$ cat config.mk
export PLATFORM = sky130hd
export DESIGN_NAME = parity_frame_receiver_flat
export DESIGN_NICKNAME = d
export VERILOG_FILES = /design/src/rtl/parity_frame_receiver_pkg.sv /design/src/rtl/parity_frame_receiver_if.sv /design/src/rtl/parity_rx_out_buffer.sv /design/src/rtl/parity_frame_receiver.sv /design/src/flat_wrapper.sv
export SDC_FILE = /design/constraint.sdc
export NUM_CORES = 1
export LEC_CHECK = 0
export BUFFER_PORTS_ARGS = -buffer_cell sky130_fd_sc_hd__buf_2
export CELL_PAD_IN_SITES_DETAIL_PLACEMENT = 0
export CELL_PAD_IN_SITES_GLOBAL_PLACEMENT = 1
export CORE_MARGIN = 10
export CORE_UTILIZATION = 46
export DETAILED_ROUTE_END_ITERATION = 8
export GPL_ROUTABILITY_DRIVEN = 1
export PLACE_DENSITY_LB_ADDON = 0.08
export SYNTH_ARGS = -nofsm -noshare
export SYNTH_HDL_FRONTEND = slang
export SYNTH_HIERARCHICAL = 1
export SYNTH_SLANG_ARGS = --single-unit
$ cat constraint.sdc
create_clock -name clk -period 3.03 [get_ports clk]
set_input_delay 0.303 -clock clk [delete_from_list [all_inputs] [get_ports clk]]
set_output_delay 0.303 -clock clk [all_outputs]
set_load 0.1 [all_outputs]
$ cat src/rtl/parity_frame_receiver_pkg.sv
// Shared definitions for the parity-protected byte link (receiver and serializer).
package parity_frame_receiver_pkg;

    // Frame position tracked by both ends of the link.
    typedef enum logic [1:0] {
        IDLE   = 2'd0,
        DATA   = 2'd1,
        PARITY = 2'd2,
        STOP   = 2'd3
    } link_state_e;

    localparam logic START_BIT = 1'b0;
    localparam logic STOP_BIT  = 1'b1;

    // Parity mismatch: accumulated data XOR, received parity bit, and odd/even selection.
    function automatic logic parity_mismatch(logic acc, logic par_bit, logic odd);
        return acc ^ par_bit ^ odd;
    endfunction

endpackage

$ cat src/rtl/parity_frame_receiver_if.sv
// Valid/ready stream of checked bytes leaving the receiver.
interface parity_frame_receiver_if #(
    parameter int unsigned DATA_WIDTH = 8
);
    logic [DATA_WIDTH-1:0] out_data;
    logic                  out_parity_err;
    logic                  out_valid;
    logic                  out_ready;

    modport master (
        output out_data,
        output out_parity_err,
        output out_valid,
        input  out_ready
    );

    modport slave (
        input  out_data,
        input  out_parity_err,
        input  out_valid,
        output out_ready
    );
endinterface

$ cat src/rtl/parity_rx_out_buffer.sv
// Single-entry output buffer: holds one checked frame until the consumer takes it.
// A push is accepted when empty, or when full and the consumer pops in the same cycle.
module parity_rx_out_buffer #(
    parameter int unsigned DATA_WIDTH = 8
) (
    input  logic                  clk,
    input  logic                  rst,
    input  logic                  push_i,
    input  logic [DATA_WIDTH-1:0] push_data_i,
    input  logic                  push_err_i,
    output logic                  can_push_c_o,
    parity_frame_receiver_if.master out_if
);

    logic                  valid_q;
    logic [DATA_WIDTH-1:0] data_q;
    logic                  err_q;

    assign can_push_c_o = ~valid_q | out_if.out_ready;

    // Load on accepted push, otherwise empty on handshake; contents never overwritten while held.
    always_ff @(posedge clk) begin
        if (rst) begin
            valid_q <= 1'b0;
            data_q  <= '0;
            err_q   <= 1'b0;
        end else if (push_i && can_push_c_o) begin
            valid_q <= 1'b1;
            data_q  <= push_data_i;
            err_q   <= push_err_i;
        end else if (out_if.out_ready) begin
            valid_q <= 1'b0;
        end
    end

    assign out_if.out_valid      = valid_q;
    assign out_if.out_data       = data_q;
    assign out_if.out_parity_err = err_q;

endmodule

$ cat src/rtl/parity_frame_receiver.sv
// Receive end of the parity-protected byte link: deframes serial bits, checks parity,
// hands bytes to a valid/ready consumer and counts parity-error frames.
module parity_frame_receiver
    import parity_frame_receiver_pkg::*;
#(
    parameter int unsigned DATA_WIDTH    = 8,
    parameter bit          ODD_PARITY    = 1'b0,
    parameter int unsigned ERR_CNT_WIDTH = 8
) (
    input  logic                     clk,
    input  logic                     rst,
    input  logic                     in_bit,
    input  logic                     in_bit_valid,
    input  logic                     clr_count,
    output logic                     frame_err,
    output logic                     overflow,
    output logic [ERR_CNT_WIDTH-1:0] err_count,
    parity_frame_receiver_if.master  out_if
);

    localparam int unsigned CNT_W = (DATA_WIDTH > 1) ? $clog2(DATA_WIDTH) : 1;
    localparam logic [CNT_W-1:0]         LAST_BIT = CNT_W'(DATA_WIDTH - 1);
    localparam logic [ERR_CNT_WIDTH-1:0] ERR_MAX  = '1;

    link_state_e             state_q;
    logic [CNT_W-1:0]        bit_cnt_q;
    logic [DATA_WIDTH-1:0]   shift_q;
    logic                    acc_q;
    logic                    par_err_q;
    logic                    frame_err_q;
    logic                    overflow_q;
    logic [ERR_CNT_WIDTH-1:0] err_cnt_q;

    logic push_c;
    logic can_push_c;
    logic loaded_c;

    assign push_c   = (state_q == STOP) && in_bit_valid && (in_bit == STOP_BIT);
    assign loaded_c = push_c && can_push_c;

    // Frame FSM with shift register, bit counter, parity accumulator and error pulses.
    always_ff @(posedge clk) begin
        if (rst) begin
            state_q     <= IDLE;
            bit_cnt_q   <= '0;
            shift_q     <= '0;
            acc_q       <= 1'b0;
            par_err_q   <= 1'b0;
            frame_err_q <= 1'b0;
            overflow_q  <= 1'b0;
        end else begin
            frame_err_q <= 1'b0;
            overflow_q  <= 1'b0;
            if (in_bit_valid) begin
                case (state_q)
                    IDLE: begin
                        if (in_bit == START_BIT) begin
                            state_q   <= DATA;
                            bit_cnt_q <= '0;
                            acc_q     <= 1'b0;
                        end
                    end
                    DATA: begin
                        shift_q <= {in_bit, shift_q[DATA_WIDTH-1:1]};
                        acc_q   <= acc_q ^ in_bit;
                        if (bit_cnt_q == LAST_BIT) begin
                            bit_cnt_q <= '0;
                            state_q   <= PARITY;
                        end else begin
                            bit_cnt_q <= bit_cnt_q + CNT_W'(1);
                        end
                    end
                    PARITY: begin
                        par_err_q <= parity_mismatch(acc_q, in_bit, ODD_PARITY);
                        state_q   <= STOP;
                    end
                    STOP: begin
                        state_q <= IDLE;
                        if (in_bit != STOP_BIT) begin
                            frame_err_q <= 1'b1;
                        end else if (!can_push_c) begin
                            overflow_q <= 1'b1;
                        end
                    end
                    default: state_q <= IDLE;
                endcase
            end
        end
    end

    // Saturating count of parity-error frames entering the buffer; clear wins.
    always_ff @(posedge clk) begin
        if (rst || clr_count) begin
            err_cnt_q <= '0;
        end else if (loaded_c && par_err_q && (err_cnt_q != ERR_MAX)) begin
            err_cnt_q <= err_cnt_q + ERR_CNT_WIDTH'(1);
        end
    end

    parity_rx_out_buffer #(
        .DATA_WIDTH (DATA_WIDTH)
    ) u_out_buffer (
        .clk          (clk),
        .rst          (rst),
        .push_i       (push_c),
        .push_data_i  (shift_q),
        .push_err_i   (par_err_q),
        .can_push_c_o (can_push_c),
        .out_if       (out_if)
    );

    assign frame_err = frame_err_q;
    assign overflow  = overflow_q;
    assign err_count = err_cnt_q;

endmodule

$ cat src/flat_wrapper.sv
// flat-port wrapper written by rule: the top's interface ports become plain ports
module parity_frame_receiver_flat import parity_frame_receiver_pkg::*;
#(
    parameter int unsigned DATA_WIDTH    = 8,
    parameter bit          ODD_PARITY    = 1'b0,
    parameter int unsigned ERR_CNT_WIDTH = 8
)
  (clk, rst, in_bit, in_bit_valid, clr_count, frame_err, overflow, err_count, out_if_out_data, out_if_out_parity_err, out_if_out_valid, out_if_out_ready);
  parity_frame_receiver_if #(.DATA_WIDTH(DATA_WIDTH)) out_if_i ();
  input  logic clk;
  input  logic rst;
  input  logic in_bit;
  input  logic in_bit_valid;
  input  logic clr_count;
  output logic frame_err;
  output logic overflow;
  output logic [ERR_CNT_WIDTH-1:0] err_count;
  output wire logic [$bits(out_if_i.out_data)-1:0] out_if_out_data;
  output wire logic [$bits(out_if_i.out_parity_err)-1:0] out_if_out_parity_err;
  output wire logic [$bits(out_if_i.out_valid)-1:0] out_if_out_valid;
  input wire logic [$bits(out_if_i.out_ready)-1:0] out_if_out_ready;
  assign out_if_out_data = out_if_i.out_data;
  assign out_if_out_parity_err = out_if_i.out_parity_err;
  assign out_if_out_valid = out_if_i.out_valid;
  assign out_if_i.out_ready = out_if_out_ready;
  parity_frame_receiver #(.DATA_WIDTH(DATA_WIDTH), .ODD_PARITY(ODD_PARITY), .ERR_CNT_WIDTH(ERR_CNT_WIDTH)) u_core (.clk(clk), .rst(rst), .in_bit(in_bit), .in_bit_valid(in_bit_valid), .clr_count(clr_count), .frame_err(frame_err), .overflow(overflow), .err_count(err_count), .out_if(out_if_i));
endmodule
After elaboration in Yosys (flattened, before gate mapping)
Index checks and enable logic that the tools add are counted.
W data, S select, Z words.

operators by class
  reduce and logical (&&, ||, !) cells = 15
  bitwise logic cells = 6
  add/subtract/negate cells = 2
  equal/unequal tests = 7
  multiplexer cells = 12

operators with widths
  kind                   number
  $add A8 B1 Y8 const B  1
  $ne A8 B8 Y1 const B   1
  $pmux W2 S4            1
  $mux W3                2
  $pmux W3 S2            1
  $reduce_and A3 Y1      2
  $logic_and A1 B1 Y1    5
  $mux W1                5
  $eq A2 B2 Y1 const B   2
  $mux W2                2
  $not A1 Y1             4
  $reduce_and A2 Y1      2
  $reduce_bool A2 Y1     2
  $reduce_or A4 Y1       1
  $add A3 B1 Y3 const B  1
  $eq A3 B3 Y1 const B   1
  $reduce_or A3 Y1       1
  $eq A2 B1 Y1 const B   1
  $logic_not A2 Y1       1
  $ne A2 B1 Y1 const B   1
  $ne A2 B2 Y1 const B   1
  $pmux W1 S2            1
  $logic_or A1 B1 Y1     1
  $or A1 B1 Y1           1
  $xor A1 B1 Y1          1

word-level totals
  register bits after elaboration = 35
  word-level logic and storage cells = 53
  bits of input ports = 6

Longest topological paths before layout
  depth after elaboration = 6
  gate-level depth with buffers = 7
  mapped depth without buffers = 6

Cells and area by module
Netlist, hierarchy kept.

modules (own cells, without submodules)
  module                 cells each  instances  sequential area each (um2)  area each (um2)
  parity_frame_receiver  133         1          500.5                       1223.7
  parity_rx_out_buffer   45          1          200.2                       470.5

Worst setup path after synthesis
Ideal clock, no wire load.

  path type = reg2reg
  start point = register u_core.err_cnt_q[0], in the netlist u_core/err_count[0]
  end point = register u_core.err_cnt_q[5], in the netlist u_core/err_count[5]
  cell stages (with the launch flop) = 6
  path slack = 0.920 ns
  data arrival time = 2.045 ns
  library setup time = 0.064 ns
  clock period less this slack = 2.110 ns
  buffers on the path = 0
  path through = dfxtp_1 > ha_1 > and3_1 > a211oi_4 > a311o_1 > nand2_1

on the way
  word-level cells in the longest chain between the ends = 2
  elaborated cells between the ends (all ways) = 3
  classes of those cells = add/sub (1); eq/ne (1); reduce/logical (1)

ends and longest elaborated chain
  item                                                                   line                         RTL
  from (decl)                                                            parity_frame_receiver.sv:32  logic [ERR_CNT_WIDTH-1:0] err_cnt_q;
  from (signal assigned)                                                 parity_frame_receiver.sv:96  err_cnt_q <= err_cnt_q + ERR_CNT_WIDTH'(1);
  parallel branches: the longest is 2 deep, another holds $add A8 B1 Y8  n/a

Several ways; the timed one is not identified.
A chain may end at the register's enable or synchronous reset.

Final worst setup path
  start point = register u_core.state_q[1]
  end point = register u_core.u_out_buffer.data_q[5], in the netlist u_core/u_out_buffer/out_if.out_data[5]

on the way
  word-level cells in the longest chain between the ends = 4

ends and longest elaborated chain
  item                               line                         RTL
  from (decl)                        parity_frame_receiver.sv:25  link_state_e state_q;
  from (signal assigned)             parity_frame_receiver.sv:44  state_q <= IDLE;
  from (signal assigned)             parity_frame_receiver.sv:58  state_q <= DATA;
  from (signal assigned)             parity_frame_receiver.sv:68  state_q <= PARITY;
  $eq A2 B2 Y1                       parity_frame_receiver.sv:38  assign push_c = (state_q == STOP) && in_bit_valid && (in_bit == STOP_BIT);
  $logic_and A1 B1 Y1 (2 in series)  parity_frame_receiver.sv:38
  via u_core.push_c                  parity_frame_receiver.sv:34  logic push_c;
  $logic_and A1 B1 Y1                parity_rx_out_buffer.sv:27   end else if (push_i && can_push_c_o) begin
  to (signal assigned)               parity_rx_out_buffer.sv:29   data_q <= push_data_i;
  to (decl)                          parity_rx_out_buffer.sv:16   logic [DATA_WIDTH-1:0] data_q;

The timed path passes the listed nets, and every way through them passes these cells.

==> flow_summary.ini <==
[logic_synthesis]
yosys_most_used_dff = dfxtp_1
syn_inst = 178
synth_fp_nets = 192
synth.distinct_cells = 44
netlist_area_um2 = 1690
async_flop_share_pct = 0
synth_edf_count = 0
ys_ff_latch = 35
yosysSeqAreaShare_pct = 41.4
synth_warnings = 6
avgSynthCellArea_um2 = 9.52

[clock_tree]
cts_resized = 0
cts_sinks = 35
cts_buffers = 5
path_clk_slew_ns = 0.07
hold_buffers = 0
cts_buffer_depth = 2
cts-root-buf = clkbuf_8
htree_levels = 2
postCtsSetupRepairBufs = 0
tritoncts = yes
clkLatencyLatePin_ns = 0.28

[sta]
slew_violations = 0
setup_viol = 0
finalSetupTns_ns = 0
min_period_over_period_pct = 54.5
rsz0062_at_grt = no
finalCriticalPeriod_ns = 1.65
fmax_ghz = 0.606
tightestPinTransition_ns = 0.595
skew_ns = 0.00610
slew_headroom_pct = 60.4
timing.final.ws_setup_ns = 1.38
timing_hold_violations_final = 0

[floorplan]
pin_count = 26
die-area_um2 = 6510
initial_utilization_pct = 49.2
die_h_um = 80.7
num_rows = 21
core_um2 = 3440
die-width_um = 80.7

[grt]
grt_pass1_wl_mm = 5.75
grt_pass1_vias = 1248
antenna_found_initial = 0
grt_max_degree = 29
grt_use_total_pct = 11.2
globalRoute.totalOverflow = 0

[placed_design]
dp_hpwl_mm = 2.48
portBuffers = 25
placed_area_um2 = 1810
place_congestion = 0.730
post-place-ws_ns = 1.39
dp_cells = 238

[critical_path]
cp-end-kind = flop
critical_path_class = flop to flop
cp-start-kind = flop
crit_fanout = 19
cp_data_arrival_time_ns = 1.81
crit_required_ns = 3.18

[layout]
final_area_um2 = 1920
fin_cells = 246
postLayoutCoreUtil_pct = 55.9
fillers = 324
area_growth_pct = 13.5
nets = 213
drive_above_1_share_pct = 27.0
antenna_cells = 0

[power]
power_density_nw_per_um2 = 486
ir_drop_uv = 329
p_leak_nw = 0.750

[route]
wl_per_cell_um = 14.1
num_vias = 1300
drc = 0
ant_nets = 0
drt-initial-drc-count = 112
drt-total-wl_mm = 3.47
first_pass_iters = 4
vias_per_cell = 5.28

[hold_path]
hp-class = primary input to flop

[outcome]
outcome = completed

[job]
drv_cap = 0
==> registers in the layout (all words and copies together) (netlist names), 2 cells and up <==
signal / count
u_core/bit_cnt_q: 3
u_core/err_count: 8
u_core/state_q: 2
u_core/u_out_buffer/out_if.out_data: 8
u_core/shift_q: 8
==> Yosys cell counts, types with 2 or more instances <==
cell / n / share of area [%]
buf_4: 3 / 1.3
a31oi_1: 2 / 0.74
xnor2_1: 3 / 1.6
nor2_1: 10 / 2.2
nor3_1: 4 / 1.2
nand2_1: 23 / 5.1
dfxtp_1: 35 / 41
a21oi_2: 9 / 4.7
a21bo_1: 9 / 5.3
or3_1: 2 / 0.74
a311oi_1: 2 / 1.0
nand3_1: 14 / 4.1
a211oi_1: 2 / 0.89
ha_1: 8 / 5.9
a21oi_1: 13 / 3.8
inv_1: 6 / 1.3
clkbuf_1: 2 / 0.44
buf_2: 4 / 1.2
mux2i_1: 2 / 1.2
==> area by class of cell <==
cell class	count	area, µm²	share of cell area [%]
Timing Repair Buffer	25	125	6.51
Clock buffer	5	68.8	3.58
Sequential cell	35	701	36.4
Clock inverter	3	43.8	2.28
Multi-Input combinational cell	126	905	47.0
Tap cell	46	57.6	2.99
Inverter	6	22.5	1.17
==> cell families (layout without fill, tap and decap cells) <==
family | after synthesis | in the layout | share of synthesized area (%)
AND/OR/NAND/NOR | 68 | 68 | 22.4
multiplexers | 2 | 2 | 1.18
AO/OA/AOI/OAI | 45 | 45 | 22.4
XOR/XNOR | 3 | 3 | 1.55
flip-flops | 35 | 35 | 41.4
adder cells (fa/ha/maj) | 8 | 8 | 5.91
buffers and inverters | 17 | 39 | 5.24
==> worst max-delay path: stages (launching register included) <==
cell and delay (ns):
dfxtp_1 0.39, ha_1 0.24, nand3_4 0.17, inv_1 0.46
a21bo_1 0.21, a21oi_2 0.05
==> cell usage in the layout (no fill, tap or decap), types with 2 or more instances in the layout <==
master     n
a21oi_2    9
a311oi_1   2
mux2i_1    2
inv_1      6
a31oi_1    2
nand3_1   14
nand2_1   23
a21oi_1   13
a211oi_1   2
xnor2_1    3
a21bo_1    9
buf_2     25
clkbuf_8   5
nor3_1     4
dfxtp_1   35
ha_1       8
nor2_1    10
or3_1      2
==> where the power goes <==
| part | switching, mW | internal, mW |
|---|---|---|
| registers | 0.00409 | 0.464 |
| logic | 0.0388 | 0.0169 |
| clock network | 0.166 | 0.245 |
| total | 0.209 | 0.726 |
==> per-stage QoR <==
step	power (mW)	hold WS, ns
after global routing	0.979	0.337
after detailed placement	0.535	0.455
after CTS	0.953	0.326
after floorplan	0.524	0.436
after global placement	0.532	0.444
final	0.935	0.335
==> worst paths after layout <==
kind	slack (ns)	startpoint	to	depth (start not counted)
max	1.38	u_core/state_q[1]	u_core/u_out_buffer/out_if.out_data[5]	5
min	0.33	in_bit	u_core/frame_err	2
max reg2reg	1.38	u_core/state_q[1]	u_core/u_out_buffer/out_if.out_data[5]	5
min reg2reg	0.47	u_core/shift_q[0]	u_core/shift_q[0]	2
==> metal layers <==
layer	GRT usage, %	part of all wire, %	routed length, µm
met1	13.2	47	1630
met2	17.6	46	1610
met3	4.68	5.8	201
met4	4.15	0.78	27
met5	0	0	0
(Power assumes the default switching activity.)
